File: config.mk
export PLATFORM = sky130hd
export DESIGN_NAME = fetch_sequencer
export DESIGN_NICKNAME = d
export VERILOG_FILES = /design/src/rtl/risc_pkg.sv /design/src/rtl/fetch_instr_reg.sv /design/src/rtl/fetch_sequencer.sv
export SDC_FILE = /design/constraint.sdc
export NUM_CORES = 1
export LEC_CHECK = 0
export ABC_AREA = 1
export BUFFER_PORTS_ARGS = -buffer_cell sky130_fd_sc_hd__buf_4
export CELL_PAD_IN_SITES_DETAIL_PLACEMENT = 0
export CELL_PAD_IN_SITES_GLOBAL_PLACEMENT = 1
export CORE_MARGIN = 2
export CORE_UTILIZATION = 34
export CTS_CLUSTER_SIZE = 25
export DETAILED_ROUTE_END_ITERATION = 8
export HOLD_SLACK_MARGIN = 0.06
export PLACE_DENSITY = 0.79
export SYNTH_ARGS = -nofsm -noshare
export SYNTH_HDL_FRONTEND = slang
export SYNTH_SLANG_ARGS = --single-unit
File: constraint.sdc
create_clock -name clk -period 1.8 [get_ports clk]
set_input_delay 0.36 -clock clk [delete_from_list [all_inputs] [get_ports clk]]
set_output_delay 0.36 -clock clk [all_outputs]
set_load 0.05 [all_outputs]
File: src/rtl/risc_pkg.sv
// Shared encodings for the fetch sequencer and the 16-register datapath:
// state codes, opcodes and instruction field positions.
package risc_pkg;

    typedef enum logic [2:0] {
        ST_RESET    = 3'b000,
        ST_DECODE   = 3'b001,
        ST_EXECUTE  = 3'b010,
        ST_MEM      = 3'b011,
        ST_STORE    = 3'b100,
        ST_FINISHED = 3'b101,
        ST_FETCH    = 3'b110,
        ST_ILLEGAL  = 3'b111
    } state_e;

    localparam logic [3:0] OP_LW  = 4'b1001;
    localparam logic [3:0] OP_SW  = 4'b1010;
    localparam logic [3:0] OP_BIZ = 4'b1011;
    localparam logic [3:0] OP_BNZ = 4'b1100;
    localparam logic [3:0] OP_JAL = 4'b1101;
    localparam logic [3:0] OP_JMP = 4'b1110;
    localparam logic [3:0] OP_JR  = 4'b1111;

    localparam int OP_MSB = 15;
    localparam int OP_LSB = 12;
    localparam int RD_MSB = 11;
    localparam int RD_LSB = 8;
    localparam int RS_MSB = 7;
    localparam int RS_LSB = 4;
    localparam int RT_MSB = 3;
    localparam int RT_LSB = 0;

    function automatic logic is_mem_op(input logic [3:0] op);
        return (op == OP_LW) || (op == OP_SW);
    endfunction

endpackage

File: src/rtl/fetch_instr_reg.sv
// Instruction register with load enable and field split.
// Ports: clk, rst_n (sync, active-low), load, instr_in -> op/rd/rs/rt fields.
module fetch_instr_reg
    import risc_pkg::*;
(
    input  logic        clk,
    input  logic        rst_n,
    input  logic        load,
    input  logic [15:0] instr_in,
    output logic [3:0]  op,
    output logic [3:0]  rd,
    output logic [3:0]  rs,
    output logic [3:0]  rt
);

    logic [15:0] ir;

    always_ff @(posedge clk) begin
        if (!rst_n) begin
            ir <= '0;
        end else if (load) begin
            ir <= instr_in;
        end
    end

    assign op = ir[OP_MSB:OP_LSB];
    assign rd = ir[RD_MSB:RD_LSB];
    assign rs = ir[RS_MSB:RS_LSB];
    assign rt = ir[RT_MSB:RT_LSB];

endmodule

File: src/rtl/fetch_sequencer.sv
// Fetch sequencer: owns the PC, fetches instructions, drives the datapath
// State sequence and counts retired instructions (saturating).
// Ports: clk, rst_n (sync, active-low), start, imem_* fetch interface,
// OpCode/Rd/Rs/Rt fields, State, PC, PC_Off, done, instr_count.
// Optional: FETCH_SINGLE_STEP_EN adds input step; each fetch after the
// first waits for step=1 before issuing the read.
module fetch_sequencer
    import risc_pkg::*;
#(
    parameter logic [5:0] LAST_PC    = 6'd63,
    parameter int         MEM_CYCLES = 1,
    parameter int         CNT_W      = 16
) (
    input  logic             clk,
    input  logic             rst_n,
    input  logic             start,
    output logic [5:0]       imem_addr,
    output logic             imem_rd_en,
    input  logic [15:0]      imem_rdata,
    input  logic             imem_valid,
    output logic [3:0]       OpCode,
    output logic [3:0]       Rd,
    output logic [3:0]       Rs,
    output logic [3:0]       Rt,
    output logic [2:0]       State,
    output logic [5:0]       PC,
    input  logic [5:0]       PC_Off,
`ifdef FETCH_SINGLE_STEP_EN
    input  logic             step,
`endif
    output logic             done,
    output logic [CNT_W-1:0] instr_count
);

    localparam int MCW = (MEM_CYCLES > 1) ? $clog2(MEM_CYCLES) : 1;

    state_e           state;
    logic [5:0]       pc;
    logic [MCW-1:0]   mem_cnt;
    logic             load;

    // Only an outstanding read can be accepted; stray valids are ignored.
    assign load = (state == ST_FETCH) && imem_rd_en && imem_valid;

    fetch_instr_reg u_ir (
        .clk      (clk),
        .rst_n    (rst_n),
        .load     (load),
        .instr_in (imem_rdata),
        .op       (OpCode),
        .rd       (Rd),
        .rs       (Rs),
        .rt       (Rt)
    );

    assign State     = state;
    assign PC        = pc;
    assign imem_addr = pc;

    always_ff @(posedge clk) begin
        if (!rst_n) begin
            state       <= ST_RESET;
            pc          <= '0;
            mem_cnt     <= '0;
            imem_rd_en  <= 1'b0;
            done        <= 1'b0;
            instr_count <= '0;
        end else begin
            case (state)
                ST_RESET: begin
                    if (start) begin
                        state      <= ST_FETCH;
                        imem_rd_en <= 1'b1;
                    end
                end
                ST_FETCH: begin
                    if (load) begin
                        state      <= ST_DECODE;
                        imem_rd_en <= 1'b0;
                    end
`ifdef FETCH_SINGLE_STEP_EN
                    else if (!imem_rd_en && step) begin
                        imem_rd_en <= 1'b1;
                    end
`endif
                end
                ST_DECODE: begin
                    state <= ST_EXECUTE;
                end
                ST_EXECUTE: begin
                    if (is_mem_op(OpCode)) begin
                        state   <= ST_MEM;
                        mem_cnt <= MCW'(MEM_CYCLES - 1);
                    end else begin
                        state <= ST_STORE;
                    end
                end
                ST_MEM: begin
                    if (mem_cnt == '0) begin
                        state <= ST_STORE;
                    end else begin
                        mem_cnt <= mem_cnt - 1'b1;
                    end
                end
                ST_STORE: begin
                    // 6-bit add: carry out is dropped, so the PC wraps.
                    pc <= pc + PC_Off;
                    if (instr_count != '1) begin
                        instr_count <= instr_count + 1'b1;
                    end
                    if (pc == LAST_PC) begin
                        state <= ST_FINISHED;
                        done  <= 1'b1;
                    end else begin
                        state <= ST_FETCH;
`ifdef FETCH_SINGLE_STEP_EN
                        imem_rd_en <= 1'b0;
`else
                        imem_rd_en <= 1'b1;
`endif
                    end
                end
                ST_FINISHED: begin
                    state <= ST_FINISHED;
                end
                default: begin
                    state      <= ST_RESET;
                    imem_rd_en <= 1'b0;
                    done       <= 1'b0;
                end
            endcase
        end
    end

endmodule

Yosys cells after proc, flatten, opt, wreduce, memory -nomap -nowiden. Index checks and enable logic that the tools add are counted.

Add/sub/neg operators: 3. Magnitude comparators: 0. Reductions and logical operators: 12. Bitwise gates (word level): 2. Div/mod/pow operators: 0. Multiplexer cells: 15. Multiply operators: 0. Shift operators: 0. Equal/unequal tests: 16.

Operator list (count): case mux 3 bit (7 select lines) (1); adder 16 x 1 -> 16 bit (second input constant) (1); inequality test 16 bit (second input constant) (1); two-way mux 3 bit (4); inequality test 2 bit (second input constant) (6); == test 3 bit (second input constant) (3); == test 4 bit (second input constant) (2); adder 6 bit (1); == test 3 x 2 -> 1 bit (second input constant) (2); == test 6 bit (second input constant) (1); two-way mux 1 bit (6); AND reduction 2 bit (3); OR reduction 6 bit (1); case mux 1 bit (2 select lines) (2); case mux 1 bit (4 select lines) (1); AND reduction 4 bit (1); OR reduction 4 bit (1); == test 3 x 1 -> 1 bit (second input constant) (1); zero test 3 bit (1); AND reduction 3 bit (1); logical AND 1 bit (2); two-way mux 2 bit (1); NOT 1 bit (2); nonzero test 2 bit (1); other kinds (2) (2).

ROM bits: 0. Bits in latches: 0. Flip-flop bits (word level): 44. Memories kept: 0. Bits in writable memories: 0. Output and inout port bits: 49. Word-level logic and storage cells: 55. Input port bits: 26.

Longest topological paths before layout.
Depth in word-level cells: 5. Mapped depth: 10. Mapped depth without buffers: 10.

Hierarchy. Synthesis repeated with hierarchy kept, for this count alone.

Cells, all modules: 362. Area total of the unflattened synthesis: 2352.3 µm².

Modules (own cells, without submodules): fetch_sequencer (area an instance 1677.9 µm², seq. area each 540.5 µm², cells an instance 261, times used 1); fetch_instr_reg (area an instance 674.4 µm², seq. area each 320.3 µm², cells an instance 101, times used 1).

Least setup slack after synthesis. No wires, ideal clock.

Path type: register -> register. From: reg instr_count[0]. To: reg instr_count[7]. Required time: 1.661 ns. Library setup time: 0.139 ns. Stages on the path, launching flop included: 10. Path slack: -0.032 ns. Arrival time: 1.693 ns. Period minus slack after synthesis: 1.832 ns. Buffers on the path: 1. Path through: dfxtp_1 > ha_1 > nand3_2 > clkinv_2 > nand2_4 > nor2_4 > nor2_8 > buf_6 > nand2_1 > a21oi_2.

Longest elaborated chain between the ends: 2. Elaborated cells on any way between the ends: 3. Classes of those cells: add/sub (1); eq/ne (1); reduce/logical (1).

Ends and longest elaborated chain: start, declared (RTL line fetch_sequencer.sv:32) `output logic [CNT_W-1:0] instr_count`; start signal, assigned (RTL line fetch_sequencer.sv:109) `instr_count <= instr_count + 1'b1;`; parallel branches: the longest is 2 deep, another holds adder 16 x 1 -> 16 bit.

Several ways; the timed one is not identified. A chain may end at the register's enable or synchronous reset.

Final worst setup path. Ends and elaborated chain as after synthesis.

==> run summary <==
### Route
• **Routed WL** 5.71 mm
• **average wire per cell in the routed design** 11.6 µm
• **number of DRC violations after detailed routing** 0
• **Antenna Nets Post-Route** 0
• **Via-to-Cell Ratio** 4.67
• **first drt pass iteration count** 4
• **via count of the routed design** 2,291
• **drt initial violations** 86

### Die
• **Core Area** 6720 µm²
• **Die Area** 7550 µm²
• **die width** 86.9 µm
• **initial standard-cell utilization of the core** 0.347
• **die boundary height** 86.9 µm
• **number of core rows** 30
• **boundary pin count** 75

### Yosys
• **instance count of the mapped netlist** 334
• **Synth cell types** 31
• **sequential cell area fraction in the yosys report** 0.369
• **proportion of synthesized flip-flops having asynchronous set or reset** 0
• **EDFF count, synth** 0
• **Post-Syn Area** 2330 µm²
• **Mapped Nets** 367
• **synthesized flop and latch total** 43
• **most instantiated flip-flop cell in the synthesis netlist** sky130_fd_sc_hd__dfxtp_1
• **mean area per synthesized cell** 6.99 µm²
• **Synth Warn #** 0

### STA
• **number of hold violations in the final report** 0
• **highest clock rate** 625 MHz
• **total count of max-transition violations in the final report** 0
• **RSZ-0062 raised after global routing** no
• **largest clock skew in the final design** 0.00501 ns
• **time the final worst path needs with I/O delays and setup** 1.60 ns
• **share of the clock period used by the worst path after layout** 0.889
• **setup TNS** 0 ns
• **Setup-failing EPs final** 0
• **Slew Limit Headroom** 0.730
• **Least-Margin Pin Slew** 0.404 ns

### Hold path
• **Hold Crit Class** in -> reg
• **hold endpoint** u_ir.ir[12]$_SDFFE_PN0P_
• **beginning of the worst hold path** imem_rdata[12]
• **worst hold stages** 3

### CTS
• **buffer type at the clock tree root** sky130_fd_sc_hd__clkbuf_8
• **number of buffers created by CTS** 5
• **hold buffer count at CTS** 0
• **PostCTS Resize Cnt** 0
• **clock latency of the later-clocked register in the worst-skew pair** 0.30 ns
• **clock slew at reported path FFs** 0.09 ns
• **Clock Sink Count** 43
• **worst-case clock buffer depth** 2
• **count of H-tree levels built during CTS** 2
• **Post-CTS Setup Repair Bufs** 0
• **CTS tree** done

### Cells and area
• **Final #Nets** 443
• **Inserted Diodes** 0
• **Area Growth Syn to Fin** 30.7%
• **Core Util, Final** 0.454
• **share of final-layout standard cells stronger than drive strength 1** 0.287

### Setup path
• **category of the worst setup path launch point** register
• **source of the critical timing path** instr_count[0]$_SDFFE_PN0P_
• **critical path required time** 2.03 ns
• **Register-to-Register Path Depth** 7
• **launching point of the worst reg2reg path** instr_count[0]$_SDFFE_PN0P_
• **kind of critical path** reg -> reg
• **Reg2Reg Setup Slack** 0.20 ns
• **worst flop-to-flop path endpoint** instr_count[7]$_SDFFE_PN0P_
• **largest driver fanout on the critical path** 13
• **nature of the critical path endpoint** register
• **Worst EP arrival** 1.84 ns

### Power
• **areal power density over the cells** 1220 nW/µm²
• **Static Leakage** 0.00133 µW
• **highest ir drop seen on vdd** 0.000912 V

### GRT
• **global-route congestion overflow total** 0
• **antenna violations before repair** 0
• **global-route wire length before repair** 9.83 mm
• **maximum number of pins on one net before global-route repair** 26
• **all-layer global routing usage** 0.159
• **via count of the first global-routing pass** 2,186

### Run status
• **status** completed

### Place
• **count of port buffers added during placement** 74
• **RePlAce Congestion** 0.833
• **post-DP HPWL** 4.22 mm

### Run
• **Max-Cap Viols** 0

==> cell families after synthesis <==
family	Yosys count	synth area share
AOI/OAI and AO/OA	51	0.125
xor gates and xnor gates	10	0.0375
adders and majority gates	7	0.0407
buffers and inverters	34	0.0756
DFF	43	0.369
and+or+nand+nor	189	0.352
==> state kept, by name, summed over array words and instances (netlist names) <==
signal / flops
instr_count: 16
u_ir.ir: 16
done: 1
imem_rd_en: 1
PC: 6
State: 3
==> routing by layer <==
layer	global-route usage	share of wire	vias up
li1	-	-	1207
met1	0.203	0.47	1036
met2	0.271	0.48	44
met3	0.0408	0.050	4
met4	0.0341	0.0065	0
met5	0	0	-
==> per-stage QoR <==
step                      setup WS (ns)  hold slack [ns]  total power, µW  instance area (µm²)  instances
final                             0.199            0.302             3730                 3050        491
after global routing             0.0291            0.287             3980                 3050        491
after CTS                         0.178            0.292             3790                 3050        491
after global placement            0.142            0.464             3110                 2960        483
after floorplan                  0.0371            0.496             2690                 2340        334
after detailed placement          0.130            0.468             3120                 2960        483
==> critical path: stages (launching register included) <==
cell and delay (ns):
sky130_fd_sc_hd__dfxtp_2 0.37, sky130_fd_sc_hd__ha_1 0.24, sky130_fd_sc_hd__nand3_2 0.12, sky130_fd_sc_hd__clkinv_2 0.08, sky130_fd_sc_hd__nand2_4 0.08, sky130_fd_sc_hd__o21ai_4 0.38
sky130_fd_sc_hd__nand2_1 0.12, sky130_fd_sc_hd__a21oi_2 0.15
==> how the worst max path moves through the flow <==
stage	depth (start not counted)	endpoint	slack [ns]
5_1_grt	7	instr_count[3]$_SDFFE_PN0P_	0.03
6_report	7	instr_count[7]$_SDFFE_PN0P_	0.20
3_5_place_dp	8	PC[4]$_SDFFE_PN0N_	0.13
2_1_floorplan	8	PC[5]$_SDFFE_PN0N_	0.04
4_1_cts	7	instr_count[7]$_SDFFE_PN0P_	0.18
3_3_place_gp	8	PC[4]$_SDFFE_PN0N_	0.14
==> where the power goes <==
part / leakage [µW] / switching [µW] / internal [µW]
combinational: 0.000941 / 1260 / 592
clock: 0.0000408 / 370 / 278
sequential: 0.000350 / 150 / 1080
==> synth_stat cells (2+ instances only) <==
library cell,instances,area share
sky130_fd_sc_hd__buf_4,6,0.019
sky130_fd_sc_hd__buf_6,3,0.014
sky130_fd_sc_hd__nand2_1,84,0.14
sky130_fd_sc_hd__clkbuf_1,3,0.0048
sky130_fd_sc_hd__nor2_4,2,0.0096
sky130_fd_sc_hd__inv_1,14,0.023
sky130_fd_sc_hd__a21oi_1,14,0.030
sky130_fd_sc_hd__nand3_1,10,0.021
sky130_fd_sc_hd__xor2_1,3,0.011
sky130_fd_sc_hd__nand3b_1,2,0.0064
sky130_fd_sc_hd__xnor2_1,7,0.026
sky130_fd_sc_hd__ha_1,6,0.032
sky130_fd_sc_hd__a21oi_2,7,0.026
sky130_fd_sc_hd__inv_2,4,0.0064
sky130_fd_sc_hd__o21ai_0,29,0.062
sky130_fd_sc_hd__nand3_2,2,0.0086
sky130_fd_sc_hd__dfxtp_1,43,0.37
sky130_fd_sc_hd__nand4_1,2,0.0054
sky130_fd_sc_hd__nor2_1,74,0.12
sky130_fd_sc_hd__nand2_2,4,0.011
sky130_fd_sc_hd__nor3_1,4,0.0086
sky130_fd_sc_hd__nor2_8,2,0.017
==> cell type report <==
type	count	area [µm²]
Timing Repair Buffer	82	616
Clock inverter	3	23.8
Clock buffer	5	68.8
Fill cell	692	3670
Multi-Input combinational cell	257	1300
Inverter	21	82.6
Sequential cell	43	863
Tap cell	80	100
==> layout by cell type, fill, tap and decap left out, types with 4 or more instances in the layout <==
cell	instances
sky130_fd_sc_hd__a21oi_1	14
sky130_fd_sc_hd__dfxtp_1	41
sky130_fd_sc_hd__buf_4	82
sky130_fd_sc_hd__nor2_1	74
sky130_fd_sc_hd__nand2_1	84
sky130_fd_sc_hd__xnor2_1	7
sky130_fd_sc_hd__nand3_1	10
sky130_fd_sc_hd__clkbuf_8	5
sky130_fd_sc_hd__ha_1	6
sky130_fd_sc_hd__nor3_1	4
sky130_fd_sc_hd__a21oi_2	7
sky130_fd_sc_hd__inv_1	14
sky130_fd_sc_hd__inv_2	4
sky130_fd_sc_hd__o21ai_0	29
sky130_fd_sc_hd__nand2_2	4
Power figures use the tool's default switching activity.
